===== src/rtl/latch_arb_pkg.sv =====
// Shared types for the latch bank write sequencer: FSM states, requester id, requester count.
package latch_arb_pkg;

  localparam int NUM_REQ = 2;

  typedef enum logic [2:0] {IDLE, SETUP, OPEN, HOLD, DONE} state_e;

  typedef logic req_id_t;

endpackage


===== src/rtl/rr_arbiter2.sv =====
// Two-way round-robin arbiter; the pointer moves to the non-winner when adv_i is strobed.
module rr_arbiter2
  import latch_arb_pkg::*;
(
  input  logic               clk,
  input  logic               rst_n,
  input  logic [NUM_REQ-1:0] req_i,
  input  logic               adv_i,
  input  req_id_t            win_i,
  output logic [NUM_REQ-1:0] gnt_o
);

  req_id_t ptr_q;

  always_ff @(posedge clk or negedge rst_n) begin
    if (!rst_n)     ptr_q <= 1'b0;
    else if (adv_i) ptr_q <= ~win_i;
  end

  always_comb begin
    gnt_o = '0;
    case (req_i)
      2'b01:   gnt_o = 2'b01;
      2'b10:   gnt_o = 2'b10;
      2'b11:   gnt_o = ptr_q ? 2'b10 : 2'b01;
      default: gnt_o = '0;
    endcase
  end

endmodule


===== src/rtl/latch_bank_arbiter.sv =====
// Sequences SETUP/OPEN/HOLD/DONE write windows into a D-latch bank for two round-robin requesters.
// Optional readback compare of the written latch is enabled by LATCH_READBACK_CHECK_EN.
module latch_bank_arbiter
  import latch_arb_pkg::*;
#(
  parameter int DATA_W  = 8,
  parameter int ADDR_W  = 2,
  parameter int PULSE_W = 2
) (
  input  logic                           clk,
  input  logic                           rst_n,
  input  logic [NUM_REQ-1:0]             req,
  input  logic [ADDR_W-1:0]              addr0,
  input  logic [DATA_W-1:0]              data0,
  input  logic [ADDR_W-1:0]              addr1,
  input  logic [DATA_W-1:0]              data1,
`ifdef LATCH_READBACK_CHECK_EN
  input  logic [DATA_W*(2**ADDR_W)-1:0]  lat_q,
  output logic                           wr_err,
`endif
  output logic [NUM_REQ-1:0]             ack,
  output logic                           busy,
  output logic [DATA_W-1:0]              lat_d,
  output logic [2**ADDR_W-1:0]           lat_en
);

  localparam int DEPTH = 2**ADDR_W;
  localparam int CNT_W = (PULSE_W > 1) ? $clog2(PULSE_W) : 1;
  localparam logic [CNT_W-1:0] CNT_LAST = CNT_W'(PULSE_W - 1);

  if (PULSE_W < 1) begin : g_bad_pulse_w
    $error("latch_bank_arbiter: PULSE_W must be >= 1");
  end

  state_e             state_q, state_d;
  logic [CNT_W-1:0]   cnt_q, cnt_d;
  req_id_t            win_q, win_d;
  logic [ADDR_W-1:0]  addr_q, addr_d;
  logic [DATA_W-1:0]  data_q, data_d;
  logic [DEPTH-1:0]   lat_en_q, lat_en_d;
  logic [NUM_REQ-1:0] gnt;

  rr_arbiter2 u_rr (
    .clk   (clk),
    .rst_n (rst_n),
    .req_i (req),
    .adv_i (state_q == DONE),
    .win_i (win_q),
    .gnt_o (gnt)
  );

  always_ff @(posedge clk or negedge rst_n) begin
    if (!rst_n) begin
      state_q  <= IDLE;
      cnt_q    <= '0;
      win_q    <= 1'b0;
      addr_q   <= '0;
      data_q   <= '0;
      lat_en_q <= '0;
    end else begin
      state_q  <= state_d;
      cnt_q    <= cnt_d;
      win_q    <= win_d;
      addr_q   <= addr_d;
      data_q   <= data_d;
      lat_en_q <= lat_en_d;
    end
  end

  // Capture happens on the grant edge only; inputs are ignored for the rest of the window.
  always_comb begin
    state_d = state_q;
    cnt_d   = cnt_q;
    win_d   = win_q;
    addr_d  = addr_q;
    data_d  = data_q;
    case (state_q)
      IDLE: if (|req) begin
        state_d = SETUP;
        win_d   = gnt[1];
        addr_d  = gnt[1] ? addr1 : addr0;
        data_d  = gnt[1] ? data1 : data0;
      end
      SETUP: begin
        state_d = OPEN;
        cnt_d   = '0;
      end
      OPEN: begin
        if (cnt_q == CNT_LAST) begin
          state_d = HOLD;
          cnt_d   = '0;
        end else begin
          cnt_d = cnt_q + 1'b1;
        end
      end
      HOLD:    state_d = DONE;
      DONE:    state_d = IDLE;
      default: state_d = IDLE;
    endcase
  end

  // Enables are registered from the next state so they toggle cleanly with the OPEN window.
  always_comb begin
    lat_en_d = '0;
    if (state_d == OPEN) lat_en_d[addr_q] = 1'b1;
    busy  = (state_q != IDLE);
    lat_d = (state_q != IDLE) ? data_q : '0;
    ack   = '0;
    if (state_q == DONE) ack[win_q] = 1'b1;
  end

  assign lat_en = lat_en_q;

`ifdef LATCH_READBACK_CHECK_EN
  logic err_q;

  always_ff @(posedge clk or negedge rst_n) begin
    if (!rst_n)                err_q <= 1'b0;
    else if (state_q == HOLD)  err_q <= (lat_q[addr_q*DATA_W +: DATA_W] != data_q);
  end

  assign wr_err = (state_q == DONE) && err_q;
`endif

endmodule

===== config.mk =====
export PLATFORM = sky130hd
export DESIGN_NAME = latch_bank_arbiter
export DESIGN_NICKNAME = d
export VERILOG_FILES = /design/src/rtl/latch_arb_pkg.sv /design/src/rtl/rr_arbiter2.sv /design/src/rtl/latch_bank_arbiter.sv
export SDC_FILE = /design/constraint.sdc
export NUM_CORES = 1
export LEC_CHECK = 0
export CAP_MARGIN = 20
export CORE_MARGIN = 1
export CORE_UTILIZATION = 46
export DETAILED_ROUTE_END_ITERATION = 8
export PLACE_DENSITY = 0.93
export SYNTH_ARGS = -nofsm -noshare
export SYNTH_HDL_FRONTEND = slang
export SYNTH_SLANG_ARGS = --single-unit

===== constraint.sdc =====
create_clock -name clk -period 3 [get_ports clk]
set_input_delay 0.6 -clock clk [delete_from_list [all_inputs] [get_ports clk]]
set_output_delay 0.6 -clock clk [all_outputs]
set_load 0.02 [all_outputs]

==> run_results.csv, run 1 <==
group,metric,value,unit
worst_setup_path,critical_path.cell_chain,"nor3_4, buf_4, nor2b_1, clkdlybuf4s50_1",
routing,detail_route.iter0.violations,6,
timing,finalSetupTns,0,ps
power_and_ir_drop,combinational_cell_fraction_of_total_power,0.538,
worst_setup_path,worst_ep_arrival_time,2070,ps
clock_network,cts_hold_buf,0,
worst_setup_path,reg2reg_depth,3,
placement,buffers_on_ports,38,
power_and_ir_drop,p_total,1550,uW
clock_network,cts-buffers-inserted,3,
synthesis,synth_cell_type_count,30,
floorplanning,i_o_pin_count,39,
grt,grt_usage,0.2237,
synthesis,ys_seq_area_frac,0.5025,
layout,synthToLayoutAreaGrowth,42.21,%
placement,post-place-ws,664.8,ps
timing,final_min_period_over_clock_period,0.8896,
worst_setup_path,worst_path_largest_cell_delay,530,ps
layout,seq_area,500.5,um2
power_and_ir_drop,power_per_cell_area,1094,nW/um2
worst_setup_path,critical_path.max_fanout,11,
clock_network,cts_num_sinks,20,
clock_network,clk_pin_slew_worst_paths,120,ps
power_and_ir_drop,p_clk_frac,0.140,
grt,grt_start_max_net_pins,21,
routing,detailroute.via_count,824,
run_status,result_of_the_run,"finished clean",
worst_setup_path,critical-path-slowest-cell,"sky130_fd_sc_hd__clkdlybuf4s50_1",
hold_path,hold_path_depth,1,
clock_network,ctsHtreeMaxLevel,1,
timing,least_setup_slack_across_all_paths_after_layout,331.1,ps
floorplanning,cell_rows,16,
worst_setup_path,timing.critical_path.from_type,"register",
timing,max_slew.worst_pin.slew,869.4,ps
power_and_ir_drop,max-vdd-ir-drop,0.7129,mV
routing,postRouteWirelength,2194,um
timing,final_worst_path_period_need,2669,ps
power_and_ir_drop,power.internal,958.8,uW
floorplanning,start_util,0.4975,
worst_setup_path,reg2reg_setup_slack,1140,ps
timing,rsz0062_at_grt,"false",
clock_network,cts_repair_resize_count,0,
layout,antenna_cells_inserted,0,
power_and_ir_drop,sequentialPowerShare,0.322,
timing,fin_clk_skew,13.49,ps
worst_setup_path,critPathKind,"register to output pin",
floorplanning,design.core.area,2002,um2
layout,design.final.nets,146,
grt,global_route_wire_length_before_repair,3884,um
power_and_ir_drop,cellLeakagePower,0.0005496,uW
clock_network,worst_skew_pair.late_latency,300,ps
layout,fraction_of_layout_instances_using_a_drive_strength_above_1,0.07438,
worst_setup_path,worst-endpoint-required,2400,ps
power_and_ir_drop,switching_power,590.8,uW
clock_network,post_cts.repair.setup_buffers,0,
floorplanning,die-area,2355,um2
synthesis,postSynthCellCount,85,
grt,antenna_found_initial,0,
routing,post-route-drc-count,0,
timing,timing.final.max_slew_violations,0,
grt,grt_overflow,0,
timing,maxClockFrequency,0.3747,GHz
layout,filler_cell_count,168,
synthesis,mappedNetlistArea,996.0,um2
floorplanning,fp.dieH,48.53,um
clock_network,clock_tree.buffer_depth,2,
synthesis,yosys_warnings,0,
routing,drtPass1Iterations,4,
grt,number_of_global_route_vias_before_repair,823,
hold_path,hp-class,"register to register",
routing,postRouteAntennaNets,0,
synthesis,synthesis.area_per_instance,11.72,um2
clock_network,cts_tree,"done",
placement,dpl.hpwl,1630,um
synthesis,synthesis.nets,109,
worst_setup_path,worst_setup_path_end_kind,"output pin",
routing,post_drt_wl_per_cell,14.82,um
synthesis,synth_seq_cells,20,
routing,route.detailed.vias_per_inst,5.568,
layout,multi_input_comb_area,430.4,um2
timing,setup-violations-final,0,
floorplanning,horizontal_extent_of_the_die,48.53,um
timing,worst_slew_margin_rel,0.4186,
timing,count_of_endpoints_failing_hold_in_the_final_timing_report,0,
flow_run,drv_cap,0,
placement,gp_congestion,0.7538,
clock_network,buffer_type_at_the_clock_tree_root,"sky130_fd_sc_hd__clkbuf_4",
power_and_ir_drop,sw_frac_of_total,0.3813,
-- cell usage in the layout, fill, tap and decap left out, types with 2 or more instances in the layout --
cell type	synthesis	routed
sky130_fd_sc_hd__clkdlybuf4s50_1	0	38
sky130_fd_sc_hd__dfrtp_1	20	20
sky130_fd_sc_hd__nand4b_1	10	10
sky130_fd_sc_hd__nor2b_1	9	9
sky130_fd_sc_hd__o221a_1	9	9
sky130_fd_sc_hd__nor2_1	4	4
sky130_fd_sc_hd__inv_1	3	3
sky130_fd_sc_hd__nor3b_1	3	3
sky130_fd_sc_hd__clkbuf_4	0	3
sky130_fd_sc_hd__nand2_1	2	2
-- Yosys cell counts --
library cell | instances | area, um2
sky130_fd_sc_hd__nor3_1 | 1 | 5.000
sky130_fd_sc_hd__o221a_2 | 1 | 11.26
sky130_fd_sc_hd__nor2_2 | 1 | 6.260
sky130_fd_sc_hd__buf_2 | 1 | 5.000
sky130_fd_sc_hd__dfrtp_1 | 20 | 500.5
sky130_fd_sc_hd__inv_1 | 3 | 11.26
sky130_fd_sc_hd__nor2b_1 | 9 | 56.30
sky130_fd_sc_hd__nand3_1 | 1 | 5.000
sky130_fd_sc_hd__o21ai_0 | 1 | 5.000
sky130_fd_sc_hd__buf_6 | 2 | 22.52
sky130_fd_sc_hd__or3b_1 | 1 | 8.760
sky130_fd_sc_hd__o221a_1 | 9 | 101.4
sky130_fd_sc_hd__a21o_1 | 1 | 7.510
sky130_fd_sc_hd__xnor2_1 | 1 | 8.760
sky130_fd_sc_hd__nand2_1 | 2 | 7.510
sky130_fd_sc_hd__nand4b_1 | 10 | 87.58
sky130_fd_sc_hd__buf_4 | 3 | 22.52
sky130_fd_sc_hd__and3b_1 | 1 | 8.760
sky130_fd_sc_hd__nor4b_1 | 1 | 8.760
sky130_fd_sc_hd__nor3b_1 | 3 | 22.52
sky130_fd_sc_hd__o21bai_1 | 1 | 7.510
sky130_fd_sc_hd__nor2_1 | 4 | 15.01
sky130_fd_sc_hd__nand2b_1 | 1 | 6.260
sky130_fd_sc_hd__o21a_1 | 1 | 7.510
sky130_fd_sc_hd__o22ai_1 | 1 | 6.260
sky130_fd_sc_hd__clkbuf_1 | 1 | 3.750
sky130_fd_sc_hd__mux2i_1 | 1 | 10.01
sky130_fd_sc_hd__nor3_4 | 1 | 16.27
sky130_fd_sc_hd__or2_2 | 1 | 6.260
sky130_fd_sc_hd__a21oi_1 | 1 | 5.000
-- area by class of cell --
class	count	share of cell area
tap	27	0.02385
multi-input combinational	55	0.3039
clock buffer	3	0.01590
inverter	3	0.007951
timing repair buffer	39	0.2739
clock inverter	1	0.02120
sequential	20	0.3534
-- routing by layer --
layer / up-vias / GRT usage / share of wire
met5: - / 0 / 0
met1: 397 / 0.2557 / 0.41
met4: 0 / 0.1127 / 0.027
met2: 31 / 0.3685 / 0.51
li1: 390 / - / -
met3: 6 / 0.08176 / 0.052
-- per-stage QoR --
stage / area (um2) / utilization / cells / hold slack, ps
floorplan: 996.0 / - / 85 / 304.4
global placement: 1364 / 0.6813 / 144 / 486.1
detailed placement: 1364 / 0.6813 / 144 / 496.8
CTS: 1416 / 0.7075 / 148 / 512.2
global route: 1416 / 0.7075 / 148 / 534.2
finish: 1416 / 0.7075 / 148 / 513.9
-- cell families after synthesis --
kind of cell / count (synthesis) / synth area share
mux: 1 / 0.01005
compound gates: 16 / 0.1520
simple gates: 37 / 0.2613
buf+inv: 10 / 0.06531
flops: 20 / 0.5025
xor+xnor: 1 / 0.008796
-- registers in the layout, summed over array words and instances (netlist names) --
register	cells
u_rr.ptr_q	1
win_q	1
state_q	3
data_q	8
lat_en	4
addr_q	2
cnt_q	1
-- worst max-delay path: cells and delay by family (launching register included) --
family	cells	cell delay, ps
buffers and inverters	2	780
DFF	1	500
and+or+nand+nor	2	500
-- worst paths after layout --
path | start | to
setup / recovery | state_q[0] | lat_d[0]
hold / removal | addr_q[1] | lat_en[1]
setup reg to reg | state_q[0] | data_q[2]
hold reg to reg | addr_q[1] | lat_en[1]
max in group asynchronous | rst_n | data_q[2]
min in group asynchronous | rst_n | lat_en[2]
-- power by group through the flow --
stage,Clock (uW),Sequential (uW),Combinational [uW]
5_1_grt,238,522,903
4_1_cts,220,500,839
3_5_place_dp,0,506,835
3_3_place_gp,0,493,814
6_report,216,499,834
2_1_floorplan,0,478,579
Power figures use the tool's default switching activity.
==> inputs of run 2 (changes only) <==
--- a/config.mk
+++ b/config.mk
@@ -9,7 +9,9 @@
 export CORE_MARGIN = 1
 export CORE_UTILIZATION = 46
 export DETAILED_ROUTE_END_ITERATION = 8
-export PLACE_DENSITY = 0.93
+export HOLD_SLACK_MARGIN = 0.03
+export PLACE_DENSITY = 0.92
 export SYNTH_ARGS = -nofsm -noshare
 export SYNTH_HDL_FRONTEND = slang
+export SYNTH_HIERARCHICAL = 1
 export SYNTH_SLANG_ARGS = --single-unit
==> run 2 against run 1 <==
  * Sequential cell count unchanged
  * Wire length decreased by 7.0%
  * Register-to-register slack improved by 200 ps
  * Clock-buffer cell count unchanged
  * Largest power group unchanged
  * Largest cell class unchanged
  * Sequential power increased by 2%
  * Synthesized cell count decreased by 4.7%
==> run_results.csv, run 2 <==
group,metric,value,unit
run_status,result_of_the_run,"finished clean",
routing,post-route-drc-count,0,
floorplanning,i_o_pin_count,39,
power_and_ir_drop,switching_power,558.5,uW
power_and_ir_drop,power.internal,1021,uW
layout,largest-register,"data_q",
worst_setup_path,critPathKind,"register to output pin",
clock_network,cts_repair_resize_count,0,
clock_network,post_cts.repair.setup_buffers,0,
floorplanning,die-area,2454,um2
timing,maxClockFrequency,0.3821,GHz
grt,global_route_wire_length_before_repair,3525,um
placement,buffers_on_ports,38,
placement,placed_cells,144,
layout,layout.cells.most_common,"sky130_fd_sc_hd__clkdlybuf4s50_1",
power_and_ir_drop,combinational_cell_fraction_of_total_power,0.543,
timing,worst_slew_margin_rel,0.4294,
worst_setup_path,worstReg2RegStart,"state_q[0]",
power_and_ir_drop,cellLeakagePower,0.0006572,uW
floorplanning,cell_rows,16,
worst_setup_path,critical_path.cell_chain,"nor3b_1, nor2b_1, clkdlybuf4s50_1",
power_and_ir_drop,sequentialPowerShare,0.323,
timing,final_worst_path_period_need,2617,ps
worst_setup_path,worst-endpoint-required,2400,ps
timing,final_min_period_over_clock_period,0.8723,
clock_network,clock_tree.buffer_depth,2,
timing,finalSetupTns,0,ps
placement,dpl.hpwl,1513,um
floorplanning,design.core.area,2042,um2
synthesis,mappedNetlistArea,1040,um2
grt,number_of_global_route_vias_before_repair,770,
hold_path,holdCritStartpoint,"data_q[2]",
worst_setup_path,worst_setup_path_end_kind,"output pin",
timing,max_slew.worst_pin.slew,853.3,ps
routing,postRouteAntennaNets,0,
power_and_ir_drop,max-vdd-ir-drop,0.6589,mV
worst_setup_path,critical-path-slowest-cell,"sky130_fd_sc_hd__clkdlybuf4s50_1",
routing,detailroute.via_count,714,
hold_path,hold_path_depth,1,
grt,grt_start_max_net_pins,21,
clock_network,clk_pin_slew_worst_paths,100,ps
synthesis,yosys_warnings,6,
worst_setup_path,timing.critical_path.from,"state_q[0]",
floorplanning,start_util,0.5092,
layout,mostFrequentLayoutCells,"sky130_fd_sc_hd__clkdlybuf4s50_1, sky130_fd_sc_hd__dfrtp_1, sky130_fd_sc_hd__mux2_2",
floorplanning,fp.dieH,49.54,um
routing,drtPass1Iterations,3,
grt,antenna_found_initial,0,
timing,timing.final.max_slew_violations,0,
timing,fin_clk_skew,5.046,ps
worst_setup_path,crit_buf_inv,1,
clock_network,cts_hold_buf,0,
clock_network,cts_tree,"done",
worst_setup_path,reg2reg_depth,4,
layout,largest_reg_flops,8,
timing,finalHoldWorstSlack,509.5,ps
flow_run,drv_cap,0,
worst_setup_path,critical_path.max_fanout,9,
grt,grt_overflow,0,
power_and_ir_drop,power_per_cell_area,1061,nW/um2
clock_network,cts_num_sinks,20,
power_and_ir_drop,p_clk_frac,0.134,
routing,route.detailed.vias_per_inst,4.824,
worst_setup_path,timing.critical_path.max_delay_family,"buffers and inverters",
placement,post_dp_cell_area,1436,um2
grt,grt_usage,0.1937,
layout,final_cell_area,1489,um2
clock_network,cts-buffers-inserted,3,
power_and_ir_drop,sw_frac_of_total,0.3536,
clock_network,worst_skew_pair.late_latency,290,ps
synthesis,synthesis.area_per_instance,12.84,um2
routing,postRouteWirelength,2041,um
clock_network,buffer_type_at_the_clock_tree_root,"sky130_fd_sc_hd__clkbuf_4",
timing,least_setup_slack_across_all_paths_after_layout,383.0,ps
floorplanning,horizontal_extent_of_the_die,49.54,um
layout,final_cell_count_no_fill,148,
layout,fraction_of_layout_instances_using_a_drive_strength_above_1,0.2479,
clock_network,ctsHtreeMaxLevel,1,
placement,post-place-ws,685.8,ps
worst_setup_path,worst_path_largest_cell_delay,610,ps
synthesis,synthesis.nets,105,
layout,antenna_cells_inserted,0,
worst_setup_path,cp.depth,3,
timing,count_of_endpoints_failing_hold_in_the_final_timing_report,0,
hold_path,hp-class,"register to register",
synthesis,postSynthCellCount,81,
worst_setup_path,worst_ep_arrival_time,2020,ps
timing,rsz0062_at_grt,"false",
layout,synthToLayoutAreaGrowth,43.20,%
routing,detail_route.iter0.violations,5,
layout,design.final.nets,146,
placement,gp_congestion,0.7338,
worst_setup_path,timing.critical_path.from_type,"register",
timing,setup-violations-final,0,
routing,post_drt_wl_per_cell,13.79,um
[run 2: routing by layer]
metal / vias up / global-route usage / wire, um
li1: 354 / - / -
met1: 332 / 0.2450 / 900
met2: 28 / 0.3333 / 1026
met3: 0 / 0.04630 / 113
met4: 0 / 0.04286 / 0
met5: - / 0 / 0
[run 2: worst paths after layout]
check,to,slack (ps)
worst min-delay path,data_q[2],510
worst max register to register,win_q,1340
worst max-delay path,ack[0],380
max in group asynchronous,data_q[3],1690
min in group asynchronous,data_q[6],790
worst min register to register,data_q[2],510
[run 2: area by class of cell]
class,count,area [um2]
Tap cell,27,33.78
Inverter,4,15.01
Clock buffer,3,22.52
Timing Repair Buffer,40,395.4
Sequential cell,20,500.5
Clock inverter,1,30.03
Fill cell,144,553.0
Multi-Input combinational cell,53,491.7
[run 2: through the flow]
step                power (uW)  utilization
finish                    1580       0.7292
CTS                       1595       0.7292
global placement          1339       0.7034
global route              1689       0.7292
floorplan                 1072            -
detailed placement        1370       0.7034
[run 2: power by group through the flow]
stage | combinational [uW] | sequential (uW) | clock [uW]
2_1_floorplan | 591 | 481 | 0
6_report | 857 | 510 | 212
3_3_place_gp | 837 | 501 | 0
3_5_place_dp | 859 | 511 | 0
5_1_grt | 925 | 534 | 230
4_1_cts | 867 | 510 | 218
[run 2: worst register-to-register path, delay by kind of cell, from the launching register on]
kind,cells,cell delay [ps]
DFF,1,520
buffers and inverters,1,220
AOI/OAI and AO/OA,1,90
and+or+nand+nor,1,410
muxes,1,320
==> inputs of run 3 (changes only) <==
--- a/config.mk
+++ b/config.mk
@@ -5,6 +5,7 @@
 export SDC_FILE = /design/constraint.sdc
 export NUM_CORES = 1
 export LEC_CHECK = 0
+export ABC_AREA = 0
 export CAP_MARGIN = 20
 export CORE_MARGIN = 1
 export CORE_UTILIZATION = 46
==> results of run 3 <==
Final layout, timing and power as in run 2 (identical DEF).
